===== config.mk =====
export PLATFORM = sky130hd
export DESIGN_NAME = axis_pkt_rr_arbiter_flat
export DESIGN_NICKNAME = d
export VERILOG_FILES = /design/src/rtl/axis_pkt_rr_arbiter_if.sv /design/src/rtl/axis_pkt_rr_arbiter.sv /design/src/flat_wrapper.sv
export SDC_FILE = /design/constraint.sdc
export NUM_CORES = 1
export LEC_CHECK = 0
export ABC_AREA = 1
export BUFFER_PORTS_ARGS = -buffer_cell sky130_fd_sc_hd__buf_2
export CAP_MARGIN = 0
export CORE_AREA = 2 2 85 87
export DETAILED_ROUTE_END_ITERATION = 8
export DIE_AREA = 0 0 87 89
export HOLD_SLACK_MARGIN = 0.15
export MAX_ROUTING_LAYER = met4
export PLACE_DENSITY = 0.73
export SETUP_SLACK_MARGIN = 0.4
export SLEW_MARGIN = 20
export SYNTH_ARGS = -nofsm -noshare
export SYNTH_HDL_FRONTEND = slang
export SYNTH_SLANG_ARGS = --single-unit

===== constraint.sdc =====
create_clock -name clk -period 5.9 [get_ports clk]
set_input_delay 1.77 -clock clk [delete_from_list [all_inputs] [get_ports clk]]
set_output_delay 1.77 -clock clk [all_outputs]
set_load 0.005 [all_outputs]

===== src/rtl/axis_pkt_rr_arbiter_if.sv =====
// AXI-Stream bundle carrying LANES independent streams packed side by side.
// Lane i data occupies tdata[i*DATA_WIDTH +: DATA_WIDTH]; keep is packed the same way.
interface axis_pkt_rr_arbiter_if #(
  parameter int unsigned LANES      = 1,
  parameter int unsigned DATA_WIDTH = 32
);
  localparam int unsigned KEEP_WIDTH = DATA_WIDTH / 8;

  logic [LANES-1:0]            tvalid;
  logic [LANES-1:0]            tready;
  logic [LANES*DATA_WIDTH-1:0] tdata;
  logic [LANES*KEEP_WIDTH-1:0] tkeep;
  logic [LANES-1:0]            tlast;

  modport master (output tvalid, tdata, tkeep, tlast, input tready);
  modport slave  (input tvalid, tdata, tkeep, tlast, output tready);
endinterface


===== src/rtl/axis_pkt_rr_arbiter.sv =====
// Packet-atomic round-robin arbiter: NUM_PORTS AXIS sources share one sink.
// A grant is held until the granted source completes a tlast handshake.
module axis_pkt_rr_arbiter #(
  parameter  int unsigned NUM_PORTS  = 4,
  parameter  int unsigned DATA_WIDTH = 32,
  localparam int unsigned GW         = $clog2(NUM_PORTS)
) (
  input  logic                  clk,
  input  logic                  rstn,
  input  logic [NUM_PORTS-1:0]  port_en,
  axis_pkt_rr_arbiter_if.slave  s_axis,
  axis_pkt_rr_arbiter_if.master m_axis,
  output logic                  busy,
  output logic [GW-1:0]         grant_idx,
  output logic [15:0]           pkt_cnt
);

  localparam int unsigned KW = DATA_WIDTH / 8;

  typedef enum logic {
    IDLE = 1'b0,
    BUSY = 1'b1
  } state_t;

  state_t               state;
  logic [GW-1:0]        last_grant;
  logic [NUM_PORTS-1:0] req;
  logic                 req_any;
  logic [GW-1:0]        next_grant;
  logic [GW-1:0]        scan_idx;
  logic                 last_hs;
  logic [15:0]          pkt_cnt_nxt;

  // Round-robin pick: first request scanning upward from last_grant+1, modulo NUM_PORTS
  always_comb begin
    req        = s_axis.tvalid & port_en;
    req_any    = 1'b0;
    next_grant = last_grant;
    scan_idx   = '0;
    for (int unsigned i = 1; i <= NUM_PORTS; i++) begin
      scan_idx = GW'((32'(last_grant) + i) % NUM_PORTS);
      if (!req_any && req[scan_idx]) begin
        req_any    = 1'b1;
        next_grant = scan_idx;
      end
    end
  end

  // Combinational mux of the granted slice; handshakes only pass while a grant is held
  always_comb begin
    m_axis.tvalid = '0;
    s_axis.tready = '0;
    m_axis.tdata  = s_axis.tdata[32'(grant_idx) * DATA_WIDTH +: DATA_WIDTH];
    m_axis.tkeep  = s_axis.tkeep[32'(grant_idx) * KW +: KW];
    m_axis.tlast  = s_axis.tlast[grant_idx];
    if (state == BUSY) begin
      m_axis.tvalid[0]         = s_axis.tvalid[grant_idx];
      s_axis.tready[grant_idx] = m_axis.tready[0];
    end
  end

  assign last_hs     = m_axis.tvalid[0] & m_axis.tready[0] & m_axis.tlast[0];
  assign pkt_cnt_nxt = pkt_cnt + 16'(last_hs);

  // last_grant resets to the top port so port 0 wins the first arbitration
  always_ff @(posedge clk or negedge rstn) begin
    if (!rstn) begin
      state      <= IDLE;
      busy       <= 1'b0;
      grant_idx  <= '0;
      last_grant <= GW'(NUM_PORTS - 1);
      pkt_cnt    <= '0;
    end else begin
      pkt_cnt <= pkt_cnt_nxt;
      case (state)
        IDLE: begin
          if (req_any) begin
            state      <= BUSY;
            busy       <= 1'b1;
            grant_idx  <= next_grant;
            last_grant <= next_grant;
          end
        end
        BUSY: begin
          if (last_hs) begin
            state <= IDLE;
            busy  <= 1'b0;
          end
        end
        default: begin
          state <= IDLE;
          busy  <= 1'b0;
        end
      endcase
    end
  end

endmodule


===== src/flat_wrapper.sv =====
// flat-port wrapper written by rule: the top's interface ports become plain ports
module axis_pkt_rr_arbiter_flat 
#(
  parameter  int unsigned NUM_PORTS  = 4,
  parameter  int unsigned DATA_WIDTH = 32,
  localparam int unsigned GW         = $clog2(NUM_PORTS)
)
  (clk, rstn, port_en, busy, grant_idx, pkt_cnt, s_axis_tvalid, s_axis_tdata, s_axis_tkeep, s_axis_tlast, s_axis_tready, m_axis_tvalid, m_axis_tdata, m_axis_tkeep, m_axis_tlast, m_axis_tready);
  axis_pkt_rr_arbiter_if #(.LANES((4)), .DATA_WIDTH(DATA_WIDTH)) s_axis_i ();
  axis_pkt_rr_arbiter_if #(.LANES(1), .DATA_WIDTH(DATA_WIDTH)) m_axis_i ();
  input  logic clk;
  input  logic rstn;
  input  logic [NUM_PORTS-1:0] port_en;
  output logic busy;
  output logic [GW-1:0] grant_idx;
  output logic [15:0] pkt_cnt;
  input wire logic [$bits(s_axis_i.tvalid)-1:0] s_axis_tvalid;
  input wire logic [$bits(s_axis_i.tdata)-1:0] s_axis_tdata;
  input wire logic [$bits(s_axis_i.tkeep)-1:0] s_axis_tkeep;
  input wire logic [$bits(s_axis_i.tlast)-1:0] s_axis_tlast;
  output wire logic [$bits(s_axis_i.tready)-1:0] s_axis_tready;
  output wire logic [$bits(m_axis_i.tvalid)-1:0] m_axis_tvalid;
  output wire logic [$bits(m_axis_i.tdata)-1:0] m_axis_tdata;
  output wire logic [$bits(m_axis_i.tkeep)-1:0] m_axis_tkeep;
  output wire logic [$bits(m_axis_i.tlast)-1:0] m_axis_tlast;
  input wire logic [$bits(m_axis_i.tready)-1:0] m_axis_tready;
  assign s_axis_i.tvalid = s_axis_tvalid;
  assign s_axis_i.tdata = s_axis_tdata;
  assign s_axis_i.tkeep = s_axis_tkeep;
  assign s_axis_i.tlast = s_axis_tlast;
  assign s_axis_tready = s_axis_i.tready;
  assign m_axis_tvalid = m_axis_i.tvalid;
  assign m_axis_tdata = m_axis_i.tdata;
  assign m_axis_tkeep = m_axis_i.tkeep;
  assign m_axis_tlast = m_axis_i.tlast;
  assign m_axis_i.tready = m_axis_tready;
  axis_pkt_rr_arbiter #(.NUM_PORTS(NUM_PORTS), .DATA_WIDTH(DATA_WIDTH)) u_core (.clk(clk), .rstn(rstn), .port_en(port_en), .s_axis(s_axis_i), .m_axis(m_axis_i), .busy(busy), .grant_idx(grant_idx), .pkt_cnt(pkt_cnt));
endmodule

After elaboration in Yosys (flattened, before gate mapping) --
Index checks and enable logic that the tools add are counted.
Storage, ports and cells: register bits after elaboration 22, input bits 159, output and inout bits 61, word-level logic and storage cells 64
Cells by class: add/sub/neg operators 5, magnitude comparators 6, equality and inequality tests 2, shift operators 2, muxes and demuxes 30, bitwise logic cells 5, reduce and logical (&&, ||, !) cells 9
Operators with widths (count):
- $shiftx A128 B8 Y32 | 1
- $add A16 B1 Y16 | 1
- $mux W1 | 16
- $shiftx A16 B5 Y4 | 1
- $lt A2 B3 Y1 const B | 5
- $bmux W1 S2 | 6
- $and A4 B4 Y4 | 2
- $mux W2 | 4
- $add A2 B1 Y2 const B | 2
- $add A2 B2 Y2 const B | 2
- $logic_and A1 B1 Y1 | 4
- $mux W4 | 1
- $pmux W1 S2 | 2
- $reduce_and A2 Y1 | 2
- $logic_not A1 Y1 | 3
- $and A1 B1 Y1 | 2
- $demux W1 S2 | 1
- $ge A2 B1 Y1 const B | 1
- $ne A2 B1 Y1 const B | 1
- $ne A2 B2 Y1 const B | 1
- $not A1 Y1 | 1

Logic depth before layout (Yosys ltp) --
depth after elaboration 15, mapped depth 17, depth with buffers taken out 17

Least setup slack after synthesis --
No wires, ideal clock.
kind input port to output port, start in s_axis_tvalid[3], end out m_axis_tvalid, data arrival time 2188 ps, required time 4130 ps, setup slack 1942 ps, cell stages on the path 5, buffers on the path 0, cell sequence nand2_1 -> a21oi_1 -> nand3b_1 -> inv_1 -> nor2_1
Between the ends: word-level cells in the longest chain between the ends 3
RTL lines:
- start, declared | line flat_wrapper.sv:17 | input wire logic [$bits(s_axis_i.tvalid)-1:0] s_axis_tvalid;
- $bmux W1 S2 | line axis_pkt_rr_arbiter.sv:57 | m_axis.tvalid[0] = s_axis.tvalid[grant_idx];
- $mux W1 (implied by the code) | line axis_pkt_rr_arbiter.sv:57
- $mux W1 | line axis_pkt_rr_arbiter.sv:56 | if (state == BUSY) begin
- end, declared | line flat_wrapper.sv:22 | output wire logic [$bits(m_axis_i.tvalid)-1:0] m_axis_tvalid;
No other way between the ends. The select of a mux whose other input is x is not followed.

Worst setup path after layout --
Ends and elaborated chain as after synthesis.

==> results.tsv <==
stage	metric	value	unit
synth	Cell Area, Synth	2156	µm²
die	CORE AREA	6719	µm²
cells_and_area	most frequent cells in the layout	buf_2, nand3_1, nand2_1, a22oi_1, dfrtp_1	
grt	vias in the first global route	2610	
clock_tree	clk root buf	clkbuf_8	
route	drt via density	5.207	
setup_path	Worst setup EP type	primary output	
route	initial drt markers	139	
setup_path	CP Class	primary input to primary output	
synth	YS warnings	0	
power	Clk pwr share	0.078	
route	Detail Route Antenna Nets	0	
die	die width	87	µm
die	Starting Density	0.3209	
setup_path	slowest stage cell, crit path	a21oi_1	
cells_and_area	final net count	690	
setup_path	R2R depth	17	
die	Die Span Y	89	µm
grt	gr ovfl total	0	
synth	synth top area cells	nand3_1, dfrtp_1, a22oi_1, nand2_1, xor2_1	
hold_path	min-delay src	u_core.pkt_cnt[15]	
setup_path	CP max stage delay	0.14	ns
clock_tree	Max clock buf depth	2	
synth	Distinct cells, synth	27	
grt	largest net degree at the start of global routing	78	
setup_path	CP max FO	3	
timing	Fin Setup TNS	0	ns
power	switching fraction of total power	0.5227	
clock_tree	Num CTS Buffers	3	
clock_tree	Worst-Skew Late Latency	0.26	ns
power	leak pwr	1.908	nW
clock_tree	post-CTS setup buffers	0	
synth	Post-Syn Nets	485	
cells_and_area	area delta synth->final	55.54	%
placed_design	port bufs	219	
synth	leading area contributor after synthesis	nand3_1	
clock_tree	clock-pin slew on the worst setup and hold paths	0.08	ns
setup_path	CP Buf/Inv Count	3	
synth	Avg Cell Area, Syn	6.654	µm²
setup_path	origin of the critical flop-to-flop path	u_core.grant_idx[0]	
power	Sw Pwr	0.7100	mW
power	pwr dens	405.1	nW/µm²
die	die footprint	7743	µm²
timing	worst setup margin	1.662	ns
timing	unrepaired setup endpoints after global routing	false	
power	Worst VDD drop	0.1806	mV
grt	total track usage	0.2112	
placed_design	Place WS	1.669	ns
cells_and_area	# diodes	0	
route	first drt pass iteration count	5	
route	WL final	9079	µm
timing	Worst Clk Skew	0.003976	ns
cells_and_area	Final Core Density	0.4991	
setup_path	worst reg2reg path endpoint	u_core.pkt_cnt[14]	
cells_and_area	layout cell share with drive strength beyond 1	0.4716	
setup_path	startpoint types	primary input	
synth	synthesis-stage register bit count	22	
placed_design	hpwl dp	7163	µm
power	Logic pwr share	0.741	
route	# DRC	0	
setup_path	CP dominant cell by count	buf_2	
timing	Hold Vio Cnt, Final	0	
outcome	outcome	complete, no violations	
synth	Mapped Cells	324	
clock_tree	CTS tree	yes	
timing	# setup viols final	0	
timing	Final Critical Period	4.238	ns
setup_path	delay-heaviest family, CP	simple AND/OR/NAND/NOR gates	
timing	final hold slack	0.4750	ns
setup_path	CP Cell Sequence	buf_2 -> nand2_1 -> a21oi_1 -> nand3b_1 -> inv_1 -> nor2_1 -> buf_2	
timing	Rel. slew slack	0.4974	
grt	global-route wire length before repair	12790	µm
hold_path	end of the worst hold path	u_core.pkt_cnt[15]	
die	Rows	30	
power	Seq pwr share	0.181	
clock_tree	PostCTS Resize Cnt	0	
timing	Pins Over Slew Limit	0	
cells_and_area	commonest non-fill, non-tap cell in the layout	buf_2	
synth	post-synthesis sequential area ratio	0.2565	
route	WL/cell	14.93	µm
clock_tree	CTS Hold Bufs	0	
timing	Slew @ Worst Pin	0.7540	ns
setup_path	crit path DAT	2.47	ns
clock_tree	Max H-tree Level	1	
placed_design	gpl congestion	0.8297	
hold_path	Min-Delay Path Class	register to register	
setup_path	WP depth	7	
job	Max-cap violations	0	
cells_and_area	Filler cells	670	
hold_path	Hold Crit Depth	1	
route	via count	3166	
setup_path	FF-to-FF setup slack	2.14	ns
power	Int Pwr	0.6484	mW
synth	Synth top area share	0.2902	
die	IO Pins	220	
setup_path	critical path data required time	4.13	ns
timing	Tcrit/Tclk final	0.7183	
timing	fmax	0.2360	GHz
grt	initial antenna violation count	0	
clock_tree	Clock Sinks	22	
==> state kept, by name, indices dropped and copies added (netlist names) <==
register           cells
u_core.busy            1
u_core.grant_idx       2
u_core.state           1
u_core.last_grant      2
u_core.pkt_cnt        16
==> stage by stage <==
stage,cell area (µm²),instances,total power [mW]
final,3353,608,1.358
after floorplan,2156,324,0.8676
after detailed placement,3298,604,1.259
after global routing,3353,608,1.495
after CTS,3353,608,1.369
after global placement,3298,604,1.238
==> power groups by stage <==
stage / Combinational (mW) / Clock (mW) / Sequential (mW)
final: 1.01 / 0.106 / 0.246
after global routing: 1.12 / 0.117 / 0.254
after CTS: 1.02 / 0.108 / 0.245
after detailed placement: 1.01 / 0 / 0.248
after global placement: 0.991 / 0 / 0.247
after floorplan: 0.636 / 0 / 0.232
==> metal layers <==
layer / vias to the layer above / GRT usage / wire (µm)
met4: 0 / 0.01847 / 42
met3: 4 / 0.01847 / 622
li1: 1560 / - / -
met5: - / - / 0
met1: 1470 / 0.2954 / 3948
met2: 132 / 0.3463 / 4466
==> worst reg2reg max path, stage by stage, from the launching register on <==
cell and delay [ns]:
dfrtp_1 0.62, inv_1 0.58, buf_4 0.35, nand2_1 0.08
a21oi_1 0.11, nand3b_1 0.11, inv_1 0.04, nor2_1 0.12
nand3_1 0.16, inv_1 0.09, ha_1 0.18, ha_1 0.20
nand3_1 0.14, nor3_2 0.20, nand3_1 0.14, nor2_1 0.24
nand4_1 0.15, xnor2_1 0.15
==> cells by family (layout without fill, tap and decap cells) <==
kind of cell	after synthesis	after routing	share of synthesized area
and+or+nand+nor	200	200	0.4562
AOI/OAI and AO/OA	43	43	0.1434
buffers and inverters	43	247	0.07544
DFF	22	22	0.2565
xor gates and xnor gates	14	14	0.05687
adders and majority gates	2	2	0.01161
==> cells in the mapped netlist <==
master and n:
a21oi_1 3, a22oi_1 35, buf_1 4, buf_2 1, clkbuf_1 18, dfrtp_1 20, dfstp_2 2, ha_1 2
inv_1 14, inv_2 6, nand2_1 46, nand2_2 4, nand2_4 4, nand3_1 125, nand3_2 1, nand3b_1 1
nand4_1 3, nor2_1 12, nor2_4 1, nor3_2 1, nor4_1 1, o21ai_0 2, o21ai_2 1, o22ai_1 2
or2_1 1, xnor2_1 4, xor2_1 10
==> area by class of cell <==
type / instances / area (µm²) / area share
multi-input combinational: 259 / 1443 / 0.4302
timing repair buffer: 223 / 1126 / 0.3358
sequential: 22 / 554.3 / 0.1653
inverter: 20 / 75.07 / 0.02239
tap: 80 / 100.1 / 0.02985
clock buffer: 4 / 55.05 / 0.01642
==> how the worst max path moves through the flow <==
stage                   startpoint            end  slack [ns]
2_1_floorplan     s_axis_tvalid[3]  m_axis_tvalid        1.94
3_3_place_gp      s_axis_tvalid[3]  m_axis_tvalid        1.67
3_5_place_dp      s_axis_tvalid[3]  m_axis_tvalid        1.67
4_1_cts           s_axis_tvalid[3]  m_axis_tvalid        1.67
5_1_grt        u_core.grant_idx[0]  m_axis_tvalid        1.46
6_report          s_axis_tvalid[3]  m_axis_tvalid        1.66
Note: power is estimated with default switching activity, not from simulation.
